===== src/rtl/comparator_8bit_pkg.sv =====
// Constants shared by the comparator top, its slices and anything binding to them.
// The result encoding is ordered {V3, V2, V1} = {gt, eq, lt}.
package comparator_8bit_pkg;

    localparam int DEFAULT_WIDTH = 8;
    localparam int SLICE_WIDTH   = 4;

    localparam logic [2:0] RES_GT = 3'b100;
    localparam logic [2:0] RES_EQ = 3'b010;
    localparam logic [2:0] RES_LT = 3'b001;

endpackage


===== src/rtl/cmp_slice.sv =====
// One 4-bit unsigned magnitude comparator stage with cascade inputs.
// A decision already made by a more significant stage passes straight through.
module cmp_slice (
    input  logic [3:0] a,
    input  logic [3:0] b,
    input  logic       gt_in,
    input  logic       eq_in,
    input  logic       lt_in,
    output logic       gt,
    output logic       eq,
    output logic       lt
);

    always_comb begin
        gt = 1'b0;
        eq = 1'b0;
        lt = 1'b0;
        if (gt_in) begin
            gt = 1'b1;
        end else if (lt_in) begin
            lt = 1'b1;
        end else if (eq_in) begin
            gt = (a > b);
            lt = (a < b);
            eq = (a == b);
        end
    end

endmodule


===== src/rtl/comparator_8bit.sv =====
// Registered magnitude comparator: a chain of 4-bit slices, MSB first, feeding one
// output register. en is a plain load enable (no handshake); rst overrides it.
module comparator_8bit
    import comparator_8bit_pkg::*;
#(
    parameter int WIDTH  = DEFAULT_WIDTH,  // must be a multiple of SLICE_WIDTH
    parameter int SIGNED = 0
) (
    input  logic             clk,
    input  logic             rst,
    input  logic             en,
    input  logic [WIDTH-1:0] a,
    input  logic [WIDTH-1:0] b,
    output logic             V3,
    output logic             V2,
    output logic             V1
);

    localparam int NSLICE = WIDTH / SLICE_WIDTH;

    logic [WIDTH-1:0] a_m;
    logic [WIDTH-1:0] b_m;
    logic [NSLICE:0]  gt_c;
    logic [NSLICE:0]  eq_c;
    logic [NSLICE:0]  lt_c;

    // Flipping both sign bits maps two's complement order onto unsigned order.
    assign a_m = a ^ {(SIGNED != 0), {(WIDTH-1){1'b0}}};
    assign b_m = b ^ {(SIGNED != 0), {(WIDTH-1){1'b0}}};

    assign gt_c[0] = 1'b0;
    assign eq_c[0] = 1'b1;
    assign lt_c[0] = 1'b0;

    for (genvar i = 0; i < NSLICE; i++) begin : g_slice
        cmp_slice u_slice (
            .a     (a_m[WIDTH-1-SLICE_WIDTH*i -: SLICE_WIDTH]),
            .b     (b_m[WIDTH-1-SLICE_WIDTH*i -: SLICE_WIDTH]),
            .gt_in (gt_c[i]),
            .eq_in (eq_c[i]),
            .lt_in (lt_c[i]),
            .gt    (gt_c[i+1]),
            .eq    (eq_c[i+1]),
            .lt    (lt_c[i+1])
        );
    end

    // Reset state stands for the compare of 0 with 0.
    always_ff @(posedge clk) begin
        if (rst) begin
            {V3, V2, V1} <= RES_EQ;
        end else if (en) begin
            {V3, V2, V1} <= {gt_c[NSLICE], eq_c[NSLICE], lt_c[NSLICE]};
        end
    end

endmodule


===== config.mk =====
export PLATFORM = sky130hd
export DESIGN_NAME = comparator_8bit
export DESIGN_NICKNAME = d
export VERILOG_FILES = /design/src/rtl/comparator_8bit_pkg.sv /design/src/rtl/cmp_slice.sv /design/src/rtl/comparator_8bit.sv
export SDC_FILE = /design/constraint.sdc
export NUM_CORES = 1
export LEC_CHECK = 0
export CAP_MARGIN = 5
export CORE_AREA = 2 2 39 41
export CTS_CLUSTER_SIZE = 8
export DETAILED_ROUTE_END_ITERATION = 16
export DIE_AREA = 0 0 41 43
export HOLD_SLACK_MARGIN = 0.15
export MAX_ROUTING_LAYER = met4
export SLEW_MARGIN = 20
export SYNTH_ARGS = -nofsm -noshare
export SYNTH_HDL_FRONTEND = slang
export SYNTH_SLANG_ARGS = --single-unit

===== constraint.sdc =====
create_clock -name clk -period 4 [get_ports clk]
set_input_delay 0.8 -clock clk [delete_from_list [all_inputs] [get_ports clk]]
set_output_delay 0.8 -clock clk [all_outputs]
set_load 0.01 [all_outputs]

==> results.cfg <==
[global_routing]
grt_max_degree = 4
track_usage = 0.103
antenna_found_initial = 0
grt_pass1_vias = 325
grt-ovfl-total = 0
grt_pass1_wl_um = 1180

[clock_network]
cts_tree = done
cts_made_buffers = 3
cts.path.max_buffers = 2
htreeDepth = 1
cts_resized = 0
cts_root_buf = clkbuf_4
ctsHoldBuffers = 0
cts.clk_slew.worst_paths_ns = 0.04
cts_num_sinks = 3
post-cts-setup-buffers = 0
clk_latency_ns = 0.23

[logic_synthesis]
synth_warnings = 0
synthesis.area_sq_um = 314
ys_seq_area_frac = 0.191
synth_edf_count = 0
syn-num-nets = 65
netlist.area_leader.share = 0.319
synthFlopType = dfxtp_1
synth_area_leaders = ha_1 (32%), dfxtp_1 (19%), inv_1 (11%), a211oi_2 (4.0%), a221o_1 (3.2%)
yosys_register_bits = 3
syn_inst = 38
synth.distinct_cells = 19
synthArstFlopShare = 0
synth_largest_area_cell = ha_1
syn_avg_cell_area_sq_um = 8.26

[drt]
route.detailed.drc = 0
ant_nets = 0
drtIter0Drc = 2
vias_per_cell = 4.20
wl_um = 685
avgRoutedWirePerCell_um = 8.67
vias = 332
drtPass1Iterations = 3

[critical_path]
r2r_slack_ns = 3.26
crit_cells = 7
critPathTopFamily = buffers and inverters
cp_slowest_stage_delay_ns = 0.45
crit_buf_inv = 2
cpMaxStageDelayCell = clkdlybuf4s50_1
cp.required_ns = 4.13
crit_type = in2reg
crit_fanout = 2
path_cells = clkdlybuf4s50_1 > inv_1 > ha_1 > nor2b_2 > o211ai_1 > a221o_1 > and2_2
cp-start-kind = primary input
reg2reg_depth = 3
worstPathArrival_ns = 2.32
end_kind = register

[timing]
setup-violations-final = 0
worst_pin_slew_ns = 0.275
hold_viol_final = 0
finalCritPeriodShare = 0.549
rsz0062_at_grt = no
fmax_ghz = 0.455
slew_headroom = 0.815
finClkSkew_ns = 0
tns_ns = 0
final_max_slew_viol_count = 0
layout_min_cycle_time_ns = 2.20

[place]
port_buffers = 21
hpwlAfterDp_um = 588
gp_congestion = 0.696

[status]
status = completed

[die]
ios = 22
fp-row-count = 14
die-area_sq_um = 1760
start_util = 0.227
core_sq_um = 1380
dieWidth_um = 41
die_h_um = 43

[layout]
drive_gt1_frac = 0.0952
utilization = 0.412
nNetsFinal = 91
antenna_cells = 0
area_growth_pct = 81.7
final_common_cell = clkdlybuf4s50_1
layout_common_cells = clkdlybuf4s50_1 (21), inv_1 (9), ha_1 (8)

[job]
drv_cap = 0

[pwr]
leakagePower_nw = 0.269
ir_worst_vdd_mv = 0.148
powerDensity_nw_per_um2 = 232
power_uw = 132

[hold_path]
hold_path_class = reg2reg
hold_depth = 1
area by class of cell:
class | count | area (sq um)
Sequential cell | 3 | 60.1
Fill cell | 167 | 813
Multi-Input combinational cell | 26 | 220
Timing Repair Buffer | 21 | 210
Inverter | 9 | 33.8
Clock buffer | 4 | 26.3
Tap cell | 16 | 20.0
synthesized netlist by cell type (2+ instances only):
| cell | n |
|---|---|
| dfxtp_1 | 3 |
| ha_1 | 8 |
| inv_1 | 9 |
| nand2_1 | 2 |
| nor2_1 | 2 |
path summary, 6_finish.rpt:
path,from,to
max,b[5],V1$_SDFFE_PP0P_
min,V2$_SDFFE_PP1P_,V2$_SDFFE_PP1P_
max reg2reg,V1$_SDFFE_PP0P_,V1$_SDFFE_PP0P_
min reg2reg,V2$_SDFFE_PP1P_,V2$_SDFFE_PP1P_
power breakdown:
| part | switching (mW) | internal (mW) | total, mW |
|---|---|---|---|
| clock | 0.0166 | 0.0374 | 0.0541 |
| sequential | 0.00126 | 0.0325 | 0.0338 |
| combinational | 0.0150 | 0.0297 | 0.0446 |
sequential cells by signal (all words and copies together), names as in the netlist:
register / count
V2: 1
V3: 1
V1: 1
per-stage QoR:
step	instances	setup slack, ns	hold slack [ns]	cell area (sq um)
floorplan	38	2.06	0.500	314
global placement	75	1.53	0.458	544
detailed placement	75	1.54	0.477	544
CTS	79	1.79	0.481	571
global route	79	1.69	0.486	571
finish	79	1.80	0.470	571
worst reg2reg max path: stages (launching register included):
cell,delay (ns)
dfxtp_1,0.31
nor2_1,0.10
nor2_1,0.04
and2_2,0.18
cell families (layout without fill, tap and decap cells):
logic type	count (synthesis)	in the layout	synth area share
compound gates	8	8	0.211
buf+inv	9	34	0.108
simple gates	10	10	0.171
flops	3	3	0.191
fa+ha+maj	8	8	0.319
routing by layer:
layer,track usage,up-vias,share of wire,wire length [um]
met2,0.150,15,0.46,318
met5,-,-,0,0
met3,0.0785,0,0.10,69
met1,0.109,137,0.43,297
met4,0.0200,0,0,0
li1,-,180,-,-
No activity file was read; power rests on OpenSTA's default activity.
